### src/rtl/voice_allocator.sv
// voice_allocator
// Polyphonic voice scheduler for the NCO bank. Each accepted note event is
// scanned against every voice, one voice per cycle. The result is then applied
// in a single commit cycle. For a note-on, the target is chosen in this order:
// a voice already gated on the same note (retrigger), then the lowest free
// voice, then the oldest voice (steal). A note-off releases the lowest gated
// voice that holds the same note.
//
// Ports
//   clk, rst     system clock, asynchronous active-high reset
//   ev_valid     note event offered by the MIDI decoder
//   ev_ready     event accepted when high together with ev_valid (IDLE only)
//   ev_on        1 = note-on, 0 = note-off
//   ev_note      MIDI note number, sampled only on accept
//   panic        synchronous all-notes-off; drops any in-flight event
//   voice_note   packed note number per voice, voice i at [7i+6:7i]
//   voice_gate   gate per voice
//   voice_trig   one-cycle pulse on the voice just (re)assigned
module voice_allocator #(
    parameter int VOICES = 4,
    parameter int VW     = 2
) (
    input  logic                clk,
    input  logic                rst,
    input  logic                ev_valid,
    output logic                ev_ready,
    input  logic                ev_on,
    input  logic [6:0]          ev_note,
    input  logic                panic,
    output logic [VOICES*7-1:0] voice_note,
    output logic [VOICES-1:0]   voice_gate,
    output logic [VOICES-1:0]   voice_trig
);

    typedef enum logic [1:0] {
        IDLE   = 2'd0,
        SCAN   = 2'd1,
        COMMIT = 2'd2
    } state_t;

    localparam logic [VW-1:0] LAST = VW'(VOICES - 1);

    state_t                   state_q, state_d;
    logic [VW-1:0]            idx_q, idx_d;
    logic                     ev_on_q, ev_on_d;
    logic [6:0]               ev_note_q, ev_note_d;
    logic                     match_found_q, match_found_d;
    logic [VW-1:0]            match_idx_q, match_idx_d;
    logic                     free_found_q, free_found_d;
    logic [VW-1:0]            free_idx_q, free_idx_d;
    logic [VW-1:0]            oldest_idx_q, oldest_idx_d;
    logic [VOICES*7-1:0]      note_q, note_d;
    logic [VOICES-1:0]        gate_q, gate_d;
    logic [VOICES-1:0]        trig_q, trig_d;
    // Age rank per voice: 0 is the most recently assigned voice.
    logic [VOICES-1:0][VW-1:0] rank_q, rank_d;
    logic [VW-1:0]            target;
    logic [VW-1:0]            target_rank;

    assign ev_ready   = (state_q == IDLE);
    assign voice_note = note_q;
    assign voice_gate = gate_q;
    assign voice_trig = trig_q;

    // Next-state logic. The scan records the lowest-index hits only, because a
    // found flag blocks any later voice from overwriting the recorded index.
    // Panic is evaluated last so that it overrides any event in progress.
    // Note numbers and ranks keep their current values under panic.
    always_comb begin
        state_d       = state_q;
        idx_d         = idx_q;
        ev_on_d       = ev_on_q;
        ev_note_d     = ev_note_q;
        match_found_d = match_found_q;
        match_idx_d   = match_idx_q;
        free_found_d  = free_found_q;
        free_idx_d    = free_idx_q;
        oldest_idx_d  = oldest_idx_q;
        note_d        = note_q;
        gate_d        = gate_q;
        trig_d        = '0;
        rank_d        = rank_q;
        target        = '0;
        target_rank   = '0;

        case (state_q)
            IDLE: begin
                if (ev_valid) begin
                    ev_on_d       = ev_on;
                    ev_note_d     = ev_note;
                    idx_d         = '0;
                    match_found_d = 1'b0;
                    free_found_d  = 1'b0;
                    oldest_idx_d  = '0;
                    state_d       = SCAN;
                end
            end
            SCAN: begin
                for (int i = 0; i < VOICES; i++) begin
                    if (VW'(i) == idx_q) begin
                        if (gate_q[i] && (note_q[7*i +: 7] == ev_note_q) && !match_found_q) begin
                            match_found_d = 1'b1;
                            match_idx_d   = VW'(i);
                        end
                        if (!gate_q[i] && !free_found_q) begin
                            free_found_d = 1'b1;
                            free_idx_d   = VW'(i);
                        end
                        if (rank_q[i] == LAST) begin
                            oldest_idx_d = VW'(i);
                        end
                    end
                end
                if (idx_q == LAST) begin
                    state_d = COMMIT;
                end else begin
                    idx_d = idx_q + VW'(1);
                end
            end
            COMMIT: begin
                state_d = IDLE;
                if (ev_on_q) begin
                    if (match_found_q) begin
                        target = match_idx_q;
                    end else if (free_found_q) begin
                        target = free_idx_q;
                    end else begin
                        target = oldest_idx_q;
                    end
                    for (int i = 0; i < VOICES; i++) begin
                        if (VW'(i) == target) begin
                            target_rank = rank_q[i];
                        end
                    end
                    // Voices younger than the target age by one step, so the
                    // ranks stay a permutation and the target becomes newest.
                    for (int i = 0; i < VOICES; i++) begin
                        if (VW'(i) == target) begin
                            note_d[7*i +: 7] = ev_note_q;
                            gate_d[i]        = 1'b1;
                            trig_d[i]        = 1'b1;
                            rank_d[i]        = '0;
                        end else if (rank_q[i] < target_rank) begin
                            rank_d[i] = rank_q[i] + VW'(1);
                        end
                    end
                end else if (match_found_q) begin
                    for (int i = 0; i < VOICES; i++) begin
                        if (VW'(i) == match_idx_q) begin
                            gate_d[i] = 1'b0;
                        end
                    end
                end
            end
            default: begin
                state_d = IDLE;
            end
        endcase

        if (panic) begin
            state_d = IDLE;
            gate_d  = '0;
            trig_d  = '0;
            note_d  = note_q;
            rank_d  = rank_q;
        end
    end

    // State and voice registers. The ranks reset to voice order.
    always_ff @(posedge clk or posedge rst) begin
        if (rst) begin
            state_q       <= IDLE;
            idx_q         <= '0;
            ev_on_q       <= 1'b0;
            ev_note_q     <= '0;
            match_found_q <= 1'b0;
            match_idx_q   <= '0;
            free_found_q  <= 1'b0;
            free_idx_q    <= '0;
            oldest_idx_q  <= '0;
            note_q        <= '0;
            gate_q        <= '0;
            trig_q        <= '0;
            for (int i = 0; i < VOICES; i++) begin
                rank_q[i] <= VW'(i);
            end
        end else begin
            state_q       <= state_d;
            idx_q         <= idx_d;
            ev_on_q       <= ev_on_d;
            ev_note_q     <= ev_note_d;
            match_found_q <= match_found_d;
            match_idx_q   <= match_idx_d;
            free_found_q  <= free_found_d;
            free_idx_q    <= free_idx_d;
            oldest_idx_q  <= oldest_idx_d;
            note_q        <= note_d;
            gate_q        <= gate_d;
            trig_q        <= trig_d;
            rank_q        <= rank_d;
        end
    end

endmodule
### config.mk
export PLATFORM = sky130hd
export DESIGN_NAME = voice_allocator
export DESIGN_NICKNAME = d
export VERILOG_FILES = /design/src/rtl/voice_allocator.sv
export SDC_FILE = /design/constraint.sdc
export NUM_CORES = 1
export LEC_CHECK = 0
export CELL_PAD_IN_SITES_DETAIL_PLACEMENT = 0
export CELL_PAD_IN_SITES_GLOBAL_PLACEMENT = 1
export CORE_UTILIZATION = 39
export DETAILED_ROUTE_END_ITERATION = 8
export GPL_TIMING_DRIVEN = 0
export MAX_ROUTING_LAYER = met4
export PLACE_DENSITY_LB_ADDON = 0.15
export SLEW_MARGIN = 25
export SYNTH_ARGS = -nofsm -noshare
export SYNTH_HDL_FRONTEND = slang
export SYNTH_SLANG_ARGS = --single-unit
### constraint.sdc
create_clock -name clk -period 2.6 [get_ports clk]
set_input_delay 0.39 -clock clk [delete_from_list [all_inputs] [get_ports clk]]
set_output_delay 0.39 -clock clk [all_outputs]
set_load 0.005 [all_outputs]
* Word-level counts from Yosys, hierarchy flattened
Index checks and enable logic that the tools add are counted.
Widths: inputs -> output; s select.
** Cells by class
- Bitwise logic cells :: 1
- Mux-type cells :: 88
- Equality and inequality tests :: 28
- $add $sub $neg :: 5
- Magnitude comparators :: 4
- Reduce and logical (&&, ||, !) cells :: 49
** Operators with widths (count)
- $mux 2 :: 47
- $reduce_and 4->1 :: 12
- $mux 1 :: 29
- $eq 7x7->1 :: 4
- $mux 4 :: 7
- $ne 3x2->1 const B :: 5
- $reduce_bool 3->1 :: 5
- $eq 2x2->1 const A :: 6
- $eq 2x2->1 const B :: 6
- $logic_and 1x1->1 :: 12
- $pmux 2 s2 :: 3
- $reduce_bool 2->1 :: 6
- $add 2x1->2 const B :: 5
- $logic_not 2->1 :: 4
- $lt 2x2->1 :: 4
- $eq 1x2->1 const A :: 3
- $logic_not 1->1 :: 6
- $reduce_and 2->1 :: 3
- $ne 2x2->1 const B :: 2
- $pmux 1 s2 :: 2
- $ne 3x3->1 const B :: 1
- $reduce_and 3->1 :: 1
- $eq 2x1->1 const B :: 1
- $not 1->1 :: 1
** Storage, ports and cells
- Input port bits :: 12
- Logic and storage cells :: 197
- Register bits after elaboration :: 64
- Output and inout port bits :: 37

* Depth between registers and ports, before layout
Gate-level depths: netlist (run 1).
- Depth after elaboration :: 14
- Mapped depth :: 11
- Gate-level depth less buffers :: 9

* Worst setup path before layout (run 1)
OpenSTA, ideal clock, no wires.
- Kind :: flip-flop to flip-flop
- Start point :: reg free_found_q
- End point :: reg rank_q[2] (netlist name)
- Path slack :: -55 ps
- Stages on the path, launching flop included :: 10
- Library setup time :: 83 ps
- Data required time :: 2517 ps
- Path buffers :: 1
- Period minus slack after synthesis :: 2655 ps
- Arrival :: 2572 ps
- Cell sequence :: dfrtp_1 > buf_6 > mux2_4 > o21ai_4 > mux4_2 > inv_1 > ha_1 > or3b_2 > a21oi_1 > nor3_1
** On the way
- Word-level cells in the longest chain between the ends :: 14
- Elaborated cells on any way between the ends :: 18
- Those cells by class :: order compare (1); eq/ne (3); mux (11); reduce/logical (3)
** Ends and longest elaborated chain
- start, declared :: line 49 : logic free_found_q, free_found_d;
- start signal, assigned :: line 194 : free_found_q <= free_found_d;
- $mux 2 (*) :: line 125 : end else if (free_found_q) begin
- $mux 2 (*) :: line 123 : if (match_found_q) begin
- $mux 2 (*) :: line 122 : if (ev_on_q) begin
- $mux 2 (*) :: line 86 : case (state_q)
- $logic_not 2->1 :: line 131 : if (VW'(i) == target) begin
- $mux 2 (4 in a row) :: line 131
- $mux 2 :: line 122
- $mux 2 :: line 86
- $lt 2x2->1 :: line 143 : end else if (rank_q[i] < target_rank) begin
- $reduce_bool 2->1 (no source line)
- $reduce_and 4->1 (no source line)
- end signal, assigned by index :: line 185 : rank_q[i] <= VW'(i);
- end signal, assigned :: line 200 : rank_q <= rank_d;
- end, declared :: line 56 : logic [VOICES-1:0][VW-1:0] rank_q, rank_d;
Mark *: on every way between the ends. The rest lies on a longest branch, timed or not. The select of a mux whose other input is x is not followed.
A chain may end at the register's enable or synchronous reset.

* Worst setup path after layout (run 1)
Ends and elaborated chain as after synthesis.

==> results.py, run 1 <==
metrics = {
    "timing": {
        "max-slew-margin-rel_pct": 58.21,
        "hold_violations": 0,
        "rsz0062_at_grt": "false",
        "fin_crit_ns": 2.491,
        "setup_viol": 0,
        "finClkSkew_ns": 0.008554,
        "final_max_slew_viol_count": 0,
        "min_period_over_period_pct": 95.80,
        "worst_slew_pin_slew_ns": 0.6269,
        "max_freq_ghz": 0.4015,
        "fin_setup_tns_ns": 0,
    },
    "worst_setup_path": {
        "arrival_ns": 2.76,
        "cp_max_fo": 7,
        "critical_path_class": "flop to flop",
        "cp-start-kind": "flop",
        "cp.buffers_inverters": 2,
        "crit_family": "multiplexers",
        "endpoint_kind": "flop",
        "crit_chain": "buf_6 -> mux2_4 -> o21ai_4 -> mux4_2 -> inv_4 -> ha_4 -> or3b_4 -> a21oi_1 -> nor3_1",
        "cp_data_required_time_ns": 2.87,
        "max_stage_delay_ns": 0.55,
        "cpMaxStageDelayCell": "mux4_2",
    },
    "synthesis": {
        "synth.area.mux_share_pct": 16.23,
        "synth_xor_area_share_pct": 6.963,
        "synth.distinct_cells": 54,
        "ys.flop_type": "dfrtp_1",
        "syn_avg_cell_area_um2": 10.80,
        "yosys.area_share.adder_pct": 4.263,
        "syn-cell-area_um2": 3522,
        "yosys.area_share.simple_pct": 14.10,
        "synth_nets": 350,
        "synth_compound_area_share_pct": 9.378,
        "synth_edf_count": 0,
        "ys_ff_latch": 64,
        "synthCells": 326,
        "synth_top_family_by_area": "multiplexers",
        "yosys_warnings": 0,
        "async_reset_ff_share_pct": 100.0,
        "yosysSeqAreaShare_pct": 45.61,
    },
    "route": {
        "drcViolationCount": 0,
        "wl_per_cell_um": 16.72,
        "final_antenna_net_count": 0,
        "drt_iter0_drc": 71,
        "finalWirelength_mm": 8.359,
        "vias": 2623,
        "routed_via_density": 5.246,
        "firstDrtPassIters": 4,
    },
    "clock_tree": {
        "numCtsBuffers": 9,
        "cts_hold_buf": 0,
        "clock_sink_count": 64,
        "tritoncts": "built",
        "cts_max_path_buffers": 2,
        "insertion_delay_ns": 0.34,
        "ctsHtreeMaxLevel": 3,
        "root_buffer": "clkbuf_8",
        "clk_pin_slew_ns": 0.08,
    },
    "pwr": {
        "power.density_nw_per_um2": 672.8,
        "p_leak_nw": 1.987,
        "peakVddDrop_uv": 370.4,
    },
    "global_routing": {
        "gr-usage-met2_pct": 29.69,
        "grt_usage_pct": 19.16,
        "antenna_found_initial": 0,
        "use_met3_pct": 4.191,
        "grt_max_degree": 52,
        "gr-usage-met1_pct": 25.28,
        "grt_overflow": 0,
        "grt-busiest-layer": "met2",
        "grt_pass1_vias": 2699,
        "grt_pass1_wl_mm": 13.63,
    },
    "die": {
        "die_h_um": 97.03,
        "start_util_pct": 40.39,
        "die_w_um": 97.03,
        "num_rows": 34,
        "coreArea_um2": 8721,
        "ioPinCount": 49,
        "die_area_um2": 9415,
    },
    "min_path": {
        "hold_path_class": "input port to async pin",
    },
    "final_layout": {
        "drive_gt1_share_pct": 21.17,
        "postLayoutCellArea_um2": 4428,
        "areaGrowthSynthToFinish_pct": 25.72,
        "antenna_cells": 0,
        "layout.nets": 411,
        "n_fill_cell": 818,
    },
    "placed_design": {
        "place_area_um2": 4173,
        "globalplace.congestion": 0.7814,
        "dp.final_hpwl_mm": 6.045,
        "port_buffers": 47,
    },
    "job": {
        "drv_cap": 0,
    },
    "outcome": {
        "outcome": "finished, final reports clean",
    },
}
[per-layer routing]
layer | vias up | share of wire (%) | routed length (um)
met5 | - | 0 | 0
met4 | 0 | 0.68 | 57
met3 | 7 | 3.0 | 250
met2 | 51 | 47 | 3930
met1 | 1289 | 49 | 4120
li1 | 1276 | - | -
[registers in the layout (all words and copies together), names as in the netlist]
| name | count |
|---|---|
| voice_note | 28 |
| rank_q | 8 |
| ev_note_q | 7 |
| voice_gate | 4 |
| voice_trig | 4 |
| free_idx_q | 2 |
| idx_q | 2 |
| match_idx_q | 2 |
| oldest_idx_q | 2 |
| state_q | 2 |
| ev_on_q | 1 |
| free_found_q | 1 |
| match_found_q | 1 |
[per-stage QoR]
step	hold slack, ns	total power [W]	instances	setup WS (ns)	util, %
6_report	0.3098	0.002979	500	0.1091	50.77
5_1_grt	0.3177	0.003157	500	0.005902	50.77
3_3_place_gp	0.4913	0.002055	481	-0.6354	47.50
2_1_floorplan	0.4631	0.001811	326	0.05272	-
3_5_place_dp	0.4950	0.002077	482	-0.1252	47.85
4_1_cts	0.3029	0.002983	499	0.06093	50.29
[worst register-to-register path: cells and delay by family, from the launching register on]
kind / cells / cell delay (ns)
AO/OA/AOI/OAI: 2 / 0.31
multiplexers: 2 / 0.86
adder cells (fa/ha/maj): 1 / 0.21
flip-flops: 1 / 0.38
buffers and inverters: 2 / 0.24
AND/OR/NAND/NOR: 2 / 0.42
[synth_stat cells (all sizes together) (2+ instances only)]
library cell	count	area, um2
dfrtp	60	1501
mux2	39	446.7
nand2	29	113.9
o21ai	21	116.4
nor2	20	82.58
xor2	19	166.4
inv	13	48.80
nor3	13	76.33
ha	12	150.1
clkbuf	10	37.54
mux2i	9	102.6
xnor2	9	78.83
a21oi	7	35.03
nand2b	6	37.54
nor4	6	37.54
nand4	5	31.28
nor3b	5	37.54
buf	4	35.03
dfstp	4	105.1
nor2b	4	25.02
a22o	2	17.52
a22oi	2	15.01
and2	2	12.51
o21a	2	15.01
o22ai	2	12.51
o31ai	2	15.01
[cells in the final DEF, fill, tap and decap left out, types with 2 or more instances in the layout]
cell             instances
nor3b_1                  4
clkinvlp_4               2
nand4_1                  5
mux2i_1                  8
o22ai_1                  2
a21oi_1                  7
nor4_1                   6
clkdlybuf4s50_1         47
clkbuf_8                10
buf_6                    3
o21ai_0                 19
clkbuf_1                10
nand2b_1                 6
nor2_1                  19
inv_4                    2
nor2b_1                  4
nor3_1                  12
dfrtp_1                 60
inv_1                   11
a22oi_1                  2
xnor2_1                  9
dfstp_2                  4
mux2_2                  37
nand2_2                  2
ha_1                    11
xor2_1                  19
mux2_4                   2
buf_4                    2
o31ai_1                  2
and2_0                   2
o21a_1                   2
nand2_1                 27
a22o_1                   2
[final timing paths]
path / from / end / slack [ns] / cells past startpoint
setup / recovery: free_found_q / rank_q[2] / 0.11 / 9
hold / removal: rst / voice_note[3] / 0.31 / 2
setup reg to reg: free_found_q / rank_q[2] / 0.11 / 9
hold reg to reg: rank_q[5] / rank_q[5] / 0.51 / 2
max in group asynchronous: rst / rank_q[5] / 1.71 / 3
min in group clk: panic / voice_gate[0] / 0.41 / 2
[cells by family after synthesis]
| kind of cell | after synthesis |
|---|---|
| xor+xnor | 28 |
| compound gates | 50 |
| simple gates | 96 |
| flops | 64 |
| mux | 49 |
| fa+ha+maj | 12 |
| buf+inv | 27 |
[repair_timing]
item,in CTS,in global routing
setup buffers,1,1
gates resized for setup,0,7
pin swaps,1,2
endpoints found under the setup margin,6,2
[final cells by class]
class / instances / area, um2 / share of cell area, %
sequential: 64 / 1607 / 36.28
clock inverter: 6 / 67.56 / 1.526
clock buffer: 10 / 137.6 / 3.108
inverter: 13 / 53.80 / 1.215
buffer: 14 / 76.32 / 1.724
timing repair buffer: 50 / 513.0 / 11.59
multi-input combinational: 235 / 1838 / 41.51
tap: 108 / 135.1 / 3.052
[power breakdown]
| part | switching [W] | internal (W) | leakage, nW |
|---|---|---|---|
| Combinational | 0.000491 | 0.000433 | 1.04 |
| Sequential | 0.0000785 | 0.00109 | 0.850 |
| Clock | 0.000412 | 0.000472 | 0.0989 |
Power figures use the tool's default switching activity.
==> run 2, diff against run 1 <==
--- a/config.mk
+++ b/config.mk
@@ -8,6 +8,7 @@
 export CELL_PAD_IN_SITES_DETAIL_PLACEMENT = 0
 export CELL_PAD_IN_SITES_GLOBAL_PLACEMENT = 1
 export CORE_UTILIZATION = 39
+export CTS_BUF_LIST = sky130_fd_sc_hd__clkbuf_8 sky130_fd_sc_hd__clkbuf_16
 export DETAILED_ROUTE_END_ITERATION = 8
 export GPL_TIMING_DRIVEN = 0
 export MAX_ROUTING_LAYER = met4
==> results of run 2 <==
Same layout as run 1: the final DEF is identical, and so are final timing and power.
==> variant: new RTL, settings of run 2 <==
Encoding of `state_t`: now one-hot (3 bits for 3 states).
--- a/src/rtl/voice_allocator.sv
+++ b/src/rtl/voice_allocator.sv
@@ -34,6 +34,6 @@
 
-    typedef enum logic [1:0] {
-        IDLE   = 2'd0,
-        SCAN   = 2'd1,
-        COMMIT = 2'd2
+    typedef enum logic [2:0] {
+        IDLE   = 3'b001,
+        SCAN   = 3'b010,
+        COMMIT = 3'b100
     } state_t;
Behaviour: no difference found for any inputs over 10 cycles, from zero or initial values and one cycle with rst high; not proved beyond that.
==> variant against run 2 <==
  * Wire length is 1.4% higher
  * Synthesized cell count is 1.8% lower
  * Sequential cell count increased by 1
  * Global-route usage grew 0.40 points
  * Clock skew hardly changed
  * Fmax increased by 0.98%
  * Sequential share of layout area grew 0.47 points
  * Setup slack better by 0.024 ns
  * Cell area up 0.42%
  * Area after synthesis grew 1.2%
  * First-iteration DRC count up 68%
  * Critical path type unchanged
  * Largest cell class unchanged
Power is not compared: it rests on default switching activity, and its combinational part moved more than twofold at a synthesized area within 25%.
==> variant: results (changes against run 2) <==
** Run status
- Outcome :: finished clean

** Synth
- Yosys cell types :: 56 (+3.7%)
- Synth Net Count :: 344 (-1.7%)
- The fraction of synthesized area in multiplexers came to 14.8% (-1.4 points).
- In the post-synthesis netlist, the biggest area contributors are sky130_fd_sc_hd__dfrtp_1 42%, sky130_fd_sc_hd__mux2_2 10%, sky130_fd_sc_hd__ha_1 4.2%.
- The average cell area after synthesis is 11.1 sq um (+3.1%).
- The sequential area share after synthesis is 45.8% (+0.21 points).
- Parity-gate share of the synthesized area counting xor and xnor cells :: 6.88% (-0.081 points)
- The share of the synthesized area in compound gates (AO/OA/AOI/OAI) was 13.4% (+4.1 points).

** Route
- Routed met3 length :: 297 um (+19%)
- The via count normalized by instance count came to 5.33 (+1.6%).
- The number of DRC markers in iteration 0 is 119 (+68%).
- M1 WL :: 4030 um (-2.2%)

** Placed design
- The post-placement worst setup slack is -0.292 ns (-0.167 ns).
- Detail Placement HPWL :: 6050 um (about the same)
- Last weighted congestion value of the routability-driven placer :: 0.795 (+1.7%)
- The instance area after placement is 4200 sq um (+0.63%).
- The number of cells in the design after placement came to 476 (-1.2%).

** Critical path
- The delay of the slowest cell on the worst path was 0.51 ns (-0.04 ns).
- The arrival time of the worst setup path came to 2.68 ns (-0.08 ns).

** GRT
- Pin count of the biggest net entering global routing :: 51 (-1.9%)
- The via count of the first global-routing pass came to 2767 (+2.5%).

** Timing
- Setup clock skew after layout :: 0.00858 ns (+0.0000311 ns)
- The transition time at the pin with the least slew margin is 0.810 ns (+0.183 ns).

** Layout
- The fill cell instance count of the final layout is 826 (+0.98%).
- The number of non-filler instances in the completed layout was 496 (-0.80%).
## variant: changes by cell type after synthesis, moves of 4 or more
cell / change
sky130_fd_sc_hd__nor3_1: -10
sky130_fd_sc_hd__nand2_1: -7
sky130_fd_sc_hd__xnor2_1: +6
sky130_fd_sc_hd__xor2_1: -6
sky130_fd_sc_hd__mux2_2: -5
sky130_fd_sc_hd__mux2_4: +5
sky130_fd_sc_hd__mux2i_1: -4
## variant: metal layers
layer,global-route usage (%),vias to the layer above
met1,25.0,1294
met5,-,-
met4,6.67,0
met3,4.68,15
li1,-,1278
met2,30.5,56
## variant: through the flow
stage | TNS, ns | hold WS [ns]
6_report | 0 | 0.327
5_1_grt | -0.0180 | 0.353
4_1_cts | 0 | 0.327
3_5_place_dp | -0.985 | 0.497
3_3_place_gp | -43.39 | 0.490
2_1_floorplan | 0 | 0.461
## variant: logic make-up after synthesis
| family | count (synthesis) |
|---|---|
| adder cells (fa/ha/maj) | 12 |
| AO/OA/AOI/OAI | 71 |
| buffers and inverters | 26 |
| flip-flops | 65 |
| AND/OR/NAND/NOR | 74 |
| XOR/XNOR | 28 |
| multiplexers | 44 |
## variant: layout make-up
class / instances / area [sq um] / share of cell area (%)
buffer: 15 / 73.8 / 1.66
sequential: 65 / 1630 / 36.7
clock buffer: 9 / 124 / 2.79
timing repair buffer: 52 / 528 / 11.9
clock inverter: 7 / 53.8 / 1.21
tap: 108 / 135 / 3.04
multi-input combinational: 229 / 1850 / 41.6
inverter: 11 / 46.3 / 1.04
## variant: worst paths after layout
check	to	slack, ns	depth (start not counted)
worst max-delay path	rank_q[1]$_DFFE_PP0P_	0.13	11
worst min-delay path	rank_q[3]$_DFFE_PP0P_	0.33	2
worst max register to register	rank_q[1]$_DFFE_PP0P_	0.13	11
worst min register to register	rank_q[5]$_DFFE_PP1P_	0.51	2
max in group asynchronous	state_q[0]$_DFFE_PP1P_	1.70	3
min in group clk	state_q[1]$_DFFE_PP0P_	0.42	2
## variant: timing repair
item,4_1_cts,5_1_grt
buffers inserted,3,1
cloned,0,0
gates resized for setup,4,7
pin swaps,2,3
setup endpoints to repair,8,2
## variant: where the power goes
group | leakage (nW) | internal (mW) | switching [mW]
Combinational | 0.908 | 0.119 | 0.155
Sequential | 0.868 | 1.04 | 0.0227
Clock | 0.0822 | 0.352 | 0.441
Total | 1.86 | 1.51 | 0.619
